===== src/rtl/cpu_defs_pkg.sv =====
// Shared definitions for the phase-1 CPU control unit:
// opcodes, sequencer state encoding and IR field positions.
package cpu_defs_pkg;

    localparam logic [4:0] OP_ADD  = 5'b00011;
    localparam logic [4:0] OP_SUB  = 5'b00100;
    localparam logic [4:0] OP_AND  = 5'b00101;
    localparam logic [4:0] OP_OR   = 5'b00110;
    localparam logic [4:0] OP_SHR  = 5'b00111;
    localparam logic [4:0] OP_SHRA = 5'b01000;
    localparam logic [4:0] OP_SHL  = 5'b01001;
    localparam logic [4:0] OP_ROR  = 5'b01010;
    localparam logic [4:0] OP_ROL  = 5'b01011;
    localparam logic [4:0] OP_MUL  = 5'b01111;
    localparam logic [4:0] OP_DIV  = 5'b10000;
    localparam logic [4:0] OP_NOP  = 5'b11010;
    localparam logic [4:0] OP_HALT = 5'b11011;

    localparam int OPC_MSB = 31;
    localparam int RA_MSB  = 26;
    localparam int RA_LSB  = 23;
    localparam int RB_MSB  = 22;
    localparam int RB_LSB  = 19;
    localparam int RC_MSB  = 18;
    localparam int RC_LSB  = 15;

    typedef enum logic [3:0] {
        S_RESET = 4'd0,
        S_T0    = 4'd1,
        S_T1    = 4'd2,
        S_T2    = 4'd3,
        S_T3    = 4'd4,
        S_T4    = 4'd5,
        S_T5    = 4'd6,
        S_T6    = 4'd7,
        S_HALT  = 4'd8
    } state_t;

endpackage


===== src/rtl/cu_opcode_decode.sv =====
// Combinational opcode classifier for the control unit.
// Unlisted opcodes decode to all-zero and behave as nop.
module cu_opcode_decode
    import cpu_defs_pkg::*;
#(
    parameter int OPC_W = 5
) (
    input  logic [OPC_W-1:0] opc,
    output logic             is_alu,
    output logic             is_muldiv,
    output logic             is_halt,
    output logic             is_nop
);

    always_comb begin
        is_alu    = 1'b0;
        is_muldiv = 1'b0;
        is_halt   = 1'b0;
        is_nop    = 1'b0;
        unique case (opc)
            OP_ADD, OP_SUB, OP_AND, OP_OR,
            OP_SHR, OP_SHRA, OP_SHL,
            OP_ROR, OP_ROL: is_alu = 1'b1;
            OP_MUL, OP_DIV: begin
                is_alu    = 1'b1;
                is_muldiv = 1'b1;
            end
            OP_NOP:  is_nop  = 1'b1;
            OP_HALT: is_halt = 1'b1;
            default: ;
        endcase
    end

endmodule


===== src/rtl/alu_control_unit.sv =====
// Hardwired T-state microsequencer: instruction fetch plus
// register-register ALU execute, with HI/LO writeback and halt.
module alu_control_unit
    import cpu_defs_pkg::*;
#(
    parameter int OPC_W       = 5,
    parameter int MEM_TIMEOUT = 0
) (
    input  logic             Clock,
    input  logic             Clear,
    input  logic [31:0]      IR,
    input  logic             Mem_ready,
    input  logic             Stop,
    output logic             PCout,
    output logic             Zhighout,
    output logic             Zlowout,
    output logic             MDRout,
    output logic             MARin,
    output logic             Zin,
    output logic             PCin,
    output logic             MDRin,
    output logic             IRin,
    output logic             Yin,
    output logic             HIin,
    output logic             LOin,
    output logic             IncPC,
    output logic             Read,
    output logic             Gra,
    output logic             Grb,
    output logic             Grc,
    output logic             Rin,
    output logic             Rout,
    output logic [OPC_W-1:0] ALU_op,
    output logic             Run
);

    localparam int CNT_W =
        (MEM_TIMEOUT > 0) ? $clog2(MEM_TIMEOUT + 1) : 1;

    state_t           state;
    logic [CNT_W-1:0] wait_cnt;
    logic [OPC_W-1:0] opc_q;
    logic [OPC_W-1:0] dec_opc;
    logic             is_alu;
    logic             is_muldiv;
    logic             is_halt;
    logic             is_nop;
    logic             t1_done;
    state_t           end_state;
    logic             unused_bits;

    // IR is live in T3; afterwards the latched copy drives decode
    assign dec_opc = (state == S_T3) ? IR[OPC_MSB -: OPC_W] : opc_q;

    cu_opcode_decode #(
        .OPC_W(OPC_W)
    ) u_dec (
        .opc      (dec_opc),
        .is_alu   (is_alu),
        .is_muldiv(is_muldiv),
        .is_halt  (is_halt),
        .is_nop   (is_nop)
    );

    assign t1_done = Mem_ready ||
        ((MEM_TIMEOUT > 0) && (wait_cnt == CNT_W'(MEM_TIMEOUT)));

    assign end_state = Stop ? S_HALT : S_T0;

    assign unused_bits = ^{IR[RA_MSB:RA_LSB], IR[RB_MSB:RB_LSB],
                           IR[RC_MSB:RC_LSB], IR[RC_LSB-1:0], is_nop};

    always_ff @(posedge Clock or negedge Clear) begin
        if (!Clear) begin
            state    <= S_RESET;
            wait_cnt <= '0;
            opc_q    <= '0;
        end else begin
            unique case (state)
                S_RESET: state <= S_T0;
                S_T0: begin
                    state    <= S_T1;
                    wait_cnt <= '0;
                end
                S_T1: begin
                    if (t1_done) begin
                        state    <= S_T2;
                        wait_cnt <= '0;
                    end else if (MEM_TIMEOUT > 0) begin
                        wait_cnt <= wait_cnt + 1'b1;
                    end
                end
                S_T2: state <= S_T3;
                S_T3: begin
                    opc_q <= IR[OPC_MSB -: OPC_W];
                    if (is_halt)
                        state <= S_HALT;
                    else if (is_alu)
                        state <= S_T4;
                    else
                        state <= end_state;
                end
                S_T4: state <= S_T5;
                S_T5: state <= is_muldiv ? S_T6 : end_state;
                S_T6: state <= end_state;
                S_HALT: state <= S_HALT;
                default: state <= S_RESET;
            endcase
        end
    end

    always_comb begin
        PCout    = 1'b0;
        Zhighout = 1'b0;
        Zlowout  = 1'b0;
        MDRout   = 1'b0;
        MARin    = 1'b0;
        Zin      = 1'b0;
        PCin     = 1'b0;
        MDRin    = 1'b0;
        IRin     = 1'b0;
        Yin      = 1'b0;
        HIin     = 1'b0;
        LOin     = 1'b0;
        IncPC    = 1'b0;
        Read     = 1'b0;
        Gra      = 1'b0;
        Grb      = 1'b0;
        Grc      = 1'b0;
        Rin      = 1'b0;
        Rout     = 1'b0;
        ALU_op   = '0;
        Run      = 1'b0;
        unique case (state)
            S_T0: begin
                Run   = 1'b1;
                PCout = 1'b1;
                MARin = 1'b1;
                IncPC = 1'b1;
                Zin   = 1'b1;
            end
            S_T1: begin
                Run     = 1'b1;
                Zlowout = 1'b1;
                Read    = 1'b1;
                MDRin   = 1'b1;
                PCin    = t1_done;
            end
            S_T2: begin
                Run    = 1'b1;
                MDRout = 1'b1;
                IRin   = 1'b1;
            end
            S_T3: begin
                Run  = 1'b1;
                Grb  = is_alu;
                Rout = is_alu;
                Yin  = is_alu;
            end
            S_T4: begin
                Run    = 1'b1;
                Grc    = 1'b1;
                Rout   = 1'b1;
                Zin    = 1'b1;
                ALU_op = opc_q;
            end
            S_T5: begin
                Run     = 1'b1;
                Zlowout = 1'b1;
                LOin    = is_muldiv;
                Gra     = !is_muldiv;
                Rin     = !is_muldiv;
            end
            S_T6: begin
                Run      = 1'b1;
                Zhighout = 1'b1;
                HIin     = 1'b1;
            end
            default: ;
        endcase
    end

endmodule

===== config.mk =====
export PLATFORM = sky130hd
export DESIGN_NAME = alu_control_unit
export DESIGN_NICKNAME = d
export VERILOG_FILES = /design/src/rtl/cpu_defs_pkg.sv /design/src/rtl/cu_opcode_decode.sv /design/src/rtl/alu_control_unit.sv
export SDC_FILE = /design/constraint.sdc
export NUM_CORES = 1
export LEC_CHECK = 0
export CAP_MARGIN = 20
export CORE_MARGIN = 2
export CORE_UTILIZATION = 32
export DETAILED_ROUTE_END_ITERATION = 8
export PLACE_DENSITY = 0.79
export SYNTH_ARGS = -nofsm -noshare
export SYNTH_HDL_FRONTEND = slang
export SYNTH_SLANG_ARGS = --single-unit

===== constraint.sdc =====
create_clock -name Clock -period 2.1 [get_ports Clock]
set_input_delay 0.315 -clock Clock [delete_from_list [all_inputs] [get_ports Clock]]
set_output_delay 0.315 -clock Clock [all_outputs]
set_load 0.01 [all_outputs]

==> results of run 1 <==
stage by stage:
stage | total power, uW | std cells | hold WS [ps] | utilization, % | setup slack [ps]
after CTS | 1430 | 165 | 341 | 53.7 | -158
final | 1540 | 169 | 340 | 58.5 | -19.9
after floorplan | 872 | 91 | 19.4 | - | 221
after detailed placement | 1300 | 159 | 531 | 52.5 | -478
after global routing | 1650 | 169 | 367 | 58.5 | -163
after global placement | 1280 | 159 | 526 | 52.5 | -436
sequential cells by signal, summed over array words and instances, names as in the netlist:
register	count
opc_q	5
state	4
critical path: cells and delay by family:
kind / cells / cell delay (ps)
simple gates: 3 / 830
buf+inv: 2 / 580
compound gates: 1 / 70
power breakdown:
group	switching (uW)	internal, uW	total, uW
clock network	54.0	72.8	127
registers	63.4	256	319
logic	521	578	1100
total	638	906	1540
final cells by class:
class | count | area [um2] | area share, %
tap | 28 | 35.0 | 2.68
sequential | 9 | 225 | 17.2
multi-input combinational | 67 | 495 | 37.9
timing repair buffer | 59 | 517 | 39.6
clock buffer | 4 | 26.3 | 2.01
inverter | 2 | 7.51 | 0.575
what timing repair did:
item | CTS | global route
setup endpoints to repair | 20 | 16
gates resized for setup | 37 | 23
pin swaps | 3 | 8
buffers inserted | 2 | 5
hold endpoints to repair | 0 | 0
gates cloned | 0 | 0
layer usage:
metal | share of wire (%) | up-vias | global-route usage (%)
li1 | - | 409 | -
met3 | 3.5 | 4 | 1.71
met2 | 56 | 22 | 28.1
met4 | 1.7 | 0 | 8.97
met5 | 0 | - | 0
met1 | 39 | 393 | 17.3
cell families after synthesis:
family | synth area share [%]
mux | 3.13
buf+inv | 14.5
compound gates | 11.4
simple gates | 41.3
flops | 29.7
worst max path at each step:
stage | depth (start not counted) | from | slack [ps] | end
after floorplan | 7 | state[3] | 220 | Yin
after global placement | 6 | IR[27] | -440 | Rout
after detailed placement | 6 | IR[28] | -480 | Rout
after CTS | 5 | state[1] | -160 | Rout
after global routing | 5 | state[3] | -160 | Rout
final | 6 | IR[27] | -20 | Rout
cells in the final DEF, fill, tap and decap left out, types with 2 or more instances in the layout:
cell / count
sky130_fd_sc_hd__nand2b_1: 4
sky130_fd_sc_hd__dlymetal6s2s_1: 8
sky130_fd_sc_hd__nor3_1: 3
sky130_fd_sc_hd__nor2_1: 5
sky130_fd_sc_hd__buf_6: 2
sky130_fd_sc_hd__clkbuf_4: 3
sky130_fd_sc_hd__buf_2: 3
sky130_fd_sc_hd__a31oi_1: 3
sky130_fd_sc_hd__clkdlybuf4s50_1: 9
sky130_fd_sc_hd__nand2_1: 15
sky130_fd_sc_hd__inv_1: 2
sky130_fd_sc_hd__dfrtp_1: 9
sky130_fd_sc_hd__buf_4: 26
sky130_fd_sc_hd__nand2b_4: 2
sky130_fd_sc_hd__a21oi_1: 2
sky130_fd_sc_hd__dlygate4sd2_1: 9
sky130_fd_sc_hd__nor2_2: 3
sky130_fd_sc_hd__or4b_4: 2
sky130_fd_sc_hd__nor3_2: 4
sky130_fd_sc_hd__and2_1: 7
==> results.toml, run 1 <==
[run_status]
outcome = "finished, violations left"
violations = "setup timing"

[clock_tree]
holdBufCountCts = 0
worst_setup_hold_path_clk_slew_ps = 60
cts_tree = "done"
htree_num_levels = 1
cts.root.buffer_cell = "sky130_fd_sc_hd__clkbuf_4"
clock_latency_ps = 260
clock_tree.buffer_depth = 2
cts_made_buffers = 3
numClockSinks = 9

[cells_and_area]
nFillCells = 181
num-nets-final = 178
drive_gt1_share_pct = 38.3
n_antenna_cell = 0
finish.instance_area_um2 = 1310
layout-area-overhead-vs-synth_pct = 72.0

[routing]
avgViaCountPerCell = 4.90
drc = 0
detailedRoute.firstPassIterationCount = 4
drtAntennaViolNets = 0
routed-via-count = 828
detailed_route_wire_length_mm = 2.16
wl_per_cell_um = 12.8
drt-initial-drc-count = 22

[worst_setup_path]
critPathCaptureType = "primary output"
worst_r2r_start = "state[3]"
setup.worst_path.start_class = "input port"
critPathArrivalTime_ps = 1800
ff2ff_path_depth = 6
r2r_setup_slack_ps = 240
critPathMaxStageDelay_ps = 540
critical_path_class = "input port to primary output"
timing.critical_path.cells = "clkdlybuf4s50_1 > or4b_4 > nor2_2 > a2111oi_2 > nor3_1 > clkbuf_2"
cp_max_fo = 2
critical_path.slowest_cell = "sky130_fd_sc_hd__or4b_4"
worst_ep_required_time_ps = 1780
crit-reg2reg-capture = "state[0]"

[sta]
final-max-slew-violation-count = 0
fin_tns_setup_ps = -19.9
post-route-period-util_pct = 101
grt_setup_unrepaired = "true"
max_slew_margin_pct = 74.9
timing_worst_slew_pin_value_ps = 375
final_report_setup_violation_count = 1
timing.final.crit_period_ps = 2120
finClkSkew_ps = 6.93
max_frequency_ghz = 0.472
finalWorstSetupSlack_ps = -19.9
hold_viol = 0

[die]
initial_utilization_pct = 34.0
num_io_pins = 61
floorplan.die_area_um2 = 2780
placementRows = 17
die_x_um = 52.7
placeable_area_um2 = 2230
die_h_um = 52.7

[grt]
antenna_found_initial = 0
grt_pass1_vias = 751
grt-ovfl-total = 0
grt_start_max_net_pins = 11
grtUsageTotal_pct = 15.6
grt_pass1_wl_mm = 3.16

[power]
total_leakage_power_uw = 0.000729
peakVddDrop_uv = 530
power.density_nw_per_um2 = 1180

[placed_design]
placedInstanceArea_um2 = 1170
gp_congestion = 0.826
placement.io_buffers = 33
dp_hpwl_mm = 1.61

[hold_path]
worst_hold_path_type = "input port to async pin"

[synth]
synth.largest_area_cell = "sky130_fd_sc_hd__dfrtp_1"
synth_enable_flop_cells = 0
mean_area_per_synthesized_cell_um2 = 8.35
synth.most_common_cell = "sky130_fd_sc_hd__nand2_1"
netlist.area_leader.share_pct = 29.7
synth_async_sr_flop_share_pct = 100
yosys-top-cells-count = "sky130_fd_sc_hd__nand2_1 (15), sky130_fd_sc_hd__dfrtp_1 (9), sky130_fd_sc_hd__nor2_1 (9)"
synth_sequential_area_ratio_pct = 29.7
syn-cell-area_um2 = 759
postSynthCellCount = 91
ys_dominant_reg_cell = "sky130_fd_sc_hd__dfrtp_1"
postSynthRegisterBits = 9
synth_area_leaders = "sky130_fd_sc_hd__dfrtp_1 (30%), sky130_fd_sc_hd__buf_4 (7.9%), sky130_fd_sc_hd__nand2_1 (7.4%), sky130_fd_sc_hd__and2_1 (5.8%), sky130_fd_sc_hd__nor3_1 (4.6%)"
synth.yosys.warnings = 0
synth_fp_nets = 127
netlist-cell-type-count = 29

[flow_run]
max_cap_viol_count = 0
Note: power is estimated with default switching activity, not from simulation.
==> run 2: changes to the inputs <==
--- a/config.mk
+++ b/config.mk
@@ -9,6 +9,7 @@
 export CORE_MARGIN = 2
 export CORE_UTILIZATION = 32
 export DETAILED_ROUTE_END_ITERATION = 8
+export HOLD_SLACK_MARGIN = 0.1
 export PLACE_DENSITY = 0.79
 export SYNTH_ARGS = -nofsm -noshare
 export SYNTH_HDL_FRONTEND = slang
==> results of run 2 <==
The final DEF is identical to that of run 1; final timing and power are the same.
==> run 3: changes to the inputs <==
--- a/config.mk
+++ b/config.mk
@@ -5,7 +5,6 @@
 export SDC_FILE = /design/constraint.sdc
 export NUM_CORES = 1
 export LEC_CHECK = 0
-export CAP_MARGIN = 20
 export CORE_MARGIN = 2
 export CORE_UTILIZATION = 32
 export DETAILED_ROUTE_END_ITERATION = 8
==> constraint.sdc (replaced) <==
create_clock -name Clock -period 2.1 [get_ports Clock]
set_input_delay 0.315 -clock Clock [delete_from_list [all_inputs] [get_ports Clock]]
set_output_delay 0.315 -clock Clock [all_outputs]
set_load 0.005 [all_outputs]
==> run 3 against run 2 <==
  * The run still ends with setup timing left
  * Maximum frequency decreased by 1.8%
  * Register-to-register slack improved by 30 ps
  * Hold slack got worse by 13 ps
  * Worst setup slack got worse by 38 ps
  * Cell count decreased by 1.8%
  * Non-clock buffer count decreased by 3
  * Largest cell class is now multi-input combinational cells
  * Highest routed layer unchanged
==> results.toml, run 3 (synthesized netlist as in run 1, its figures left out) <==
[clock_tree]
cts.root.buffer_cell = "sky130_fd_sc_hd__clkbuf_4"
clock_latency_ps = 270
cts_made_buffers = 3
numClockSinks = 9
worst_setup_hold_path_clk_slew_ps = 70
clock_tree.buffer_depth = 2
holdBufCountCts = 0
htree_num_levels = 1
cts_tree = "done"

[power]
total_switching_power_uw = 613
share_comb_of_total_power_pct = 69.5
power.density_nw_per_um2 = 1180
switching_share_pct = 40.2
pwr-share-clk_pct = 9.1
sequentialPowerShare_pct = 21.4
peakVddDrop_uv = 491
total_leakage_power_uw = 0.000657
power_report.internal_total_uw = 913

[placed_design]
placement.io_buffers = 33
pre_cts_ws_ps = -419
gp_congestion = 0.809
placedInstanceArea_um2 = 1160
dp_hpwl_mm = 1.62
place_inst = 158

[worst_setup_path]
crit-reg2reg-capture = "state[0]"
worst_ep_required_time_ps = 1780
setup.worst_path.start_class = "flip-flop"
r2r_setup_slack_ps = 270
cp_max_fo = 2
critPathCaptureType = "primary output"
critPathArrivalTime_ps = 1840
ff2ff_path_depth = 6
critical_path_class = "flip-flop to primary output"
worst_r2r_start = "state[3]"

[cells_and_area]
largest_register_ff_count = 5
drive_gt1_share_pct = 34.8
regMostFlops = "opc_q"
largestRegisters = "opc_q: 5 flops, state: 4 flops"
finish.instance_area_um2 = 1300
layout_common_cells = "sky130_fd_sc_hd__buf_4 (21), sky130_fd_sc_hd__nand2_1 (15), sky130_fd_sc_hd__clkdlybuf4s50_1 (14), sky130_fd_sc_hd__dfrtp_1 (9)"
layout-area-overhead-vs-synth_pct = 70.7
num-nets-final = 175
final_cell_count_no_fill = 166
n_antenna_cell = 0
layout.cells.most_common = "sky130_fd_sc_hd__buf_4"

[die]
placementRows = 17
floorplan.die_area_um2 = 2780
placeable_area_um2 = 2230
initial_utilization_pct = 34.0
die_h_um = 52.7
die_x_um = 52.7
num_io_pins = 61

[grt]
antenna_found_initial = 0
grt_pass1_wl_mm = 3.40
grtUsageTotal_pct = 17.2
grt_pass1_vias = 769
grt-ovfl-total = 0
grt_start_max_net_pins = 11

[sta]
max_slew_margin_pct = 73.7
fin_tns_setup_ps = -57.9
max_frequency_ghz = 0.463
final_report_setup_violation_count = 1
finalWorstSetupSlack_ps = -57.9
post-route-period-util_pct = 103
hold_viol = 0
finClkSkew_ps = 11.2
final-max-slew-violation-count = 0
timing.final.crit_period_ps = 2160
timing_worst_slew_pin_value_ps = 394
worst_case_hold_slack_ps = 327
grt_setup_unrepaired = "true"

[run_status]
outcome = "finished, violations left"
violations = "setup timing"

[routing]
routed-via-count = 821
drc = 0
drt-initial-drc-count = 7
wl_per_cell_um = 13.6
detailedRoute.firstPassIterationCount = 4
drtAntennaViolNets = 0
detailed_route_wire_length_mm = 2.25
avgViaCountPerCell = 4.95

[hold_path]
worst_hold_path_type = "input port to async pin"

[flow_run]
max_cap_viol_count = 0
run 3: cell count changes in the layout (fill, tap and decap cells not counted), moves of 2 or more:
cell / before / now
sky130_fd_sc_hd__dlygate4sd2_1: 9 / 7
sky130_fd_sc_hd__buf_4: 26 / 21
sky130_fd_sc_hd__nor2_2: 3 / 0
sky130_fd_sc_hd__nor3_2: 4 / 2
sky130_fd_sc_hd__clkdlybuf4s50_1: 9 / 14
sky130_fd_sc_hd__dlymetal6s2s_1: 8 / 6
sky130_fd_sc_hd__nor2_1: 5 / 7
run 3: metal layers:
| metal | part of all wire (%) | track usage [%] | vias to the layer above |
|---|---|---|---|
| li1 | - | - | 399 |
| met1 | 40 | 18.8 | 391 |
| met2 | 54 | 30.8 | 26 |
| met3 | 3.4 | 1.71 | 5 |
| met4 | 2.4 | 11.5 | 0 |
| met5 | 0 | 0 | - |
run 3: metrics by stage:
step	power [uW]	util, %
2_1_floorplan	817	-
3_3_place_gp	1220	52.2
3_5_place_dp	1250	52.2
4_1_cts	1450	55.0
5_1_grt	1620	58.0
6_report	1530	58.0
run 3: worst max-delay path by stage:
stage | to | slack, ps | cells past startpoint | from
after floorplan | Yin | 320 | 7 | state[3]
after global placement | Rout | -410 | 6 | IR[27]
after detailed placement | Rout | -420 | 6 | IR[27]
after CTS | Rout | -80 | 5 | state[3]
after global routing | Rout | -220 | 5 | state[1]
final | Rout | -60 | 5 | state[1]
run 3: timing repair:
action                                  in CTS  in global routing
endpoints found under the setup margin      18                 14
pin swaps                                    9                  8
setup buffers                                2                  2
resized for setup                           36                 17
run 3: final cells by class:
| class | instances | area [um2] |
|---|---|---|
| flip-flops and latches | 9 | 225 |
| fillers | 199 | 937 |
| repair buffers | 56 | 492 |
| multi-input cells | 67 | 510 |
| well taps | 28 | 35.0 |
| clock buffers | 4 | 26.3 |
| inverters | 2 | 7.51 |
run 3: power by group through the flow:
stage | Combinational, uW | Clock, uW | Sequential, uW
global route | 1140 | 151 | 337
CTS | 986 | 144 | 316
detailed placement | 929 | 0 | 317
floorplan | 515 | 0 | 303
finish | 1060 | 139 | 326
global placement | 905 | 0 | 313
run 3: worst max-delay path: stages (launching register included):
cell	delay, ps
sky130_fd_sc_hd__dfrtp_1	420
sky130_fd_sc_hd__nor4b_4	380
sky130_fd_sc_hd__mux2i_2	380
sky130_fd_sc_hd__a2111oi_4	120
sky130_fd_sc_hd__nor3_1	130
sky130_fd_sc_hd__buf_2	140
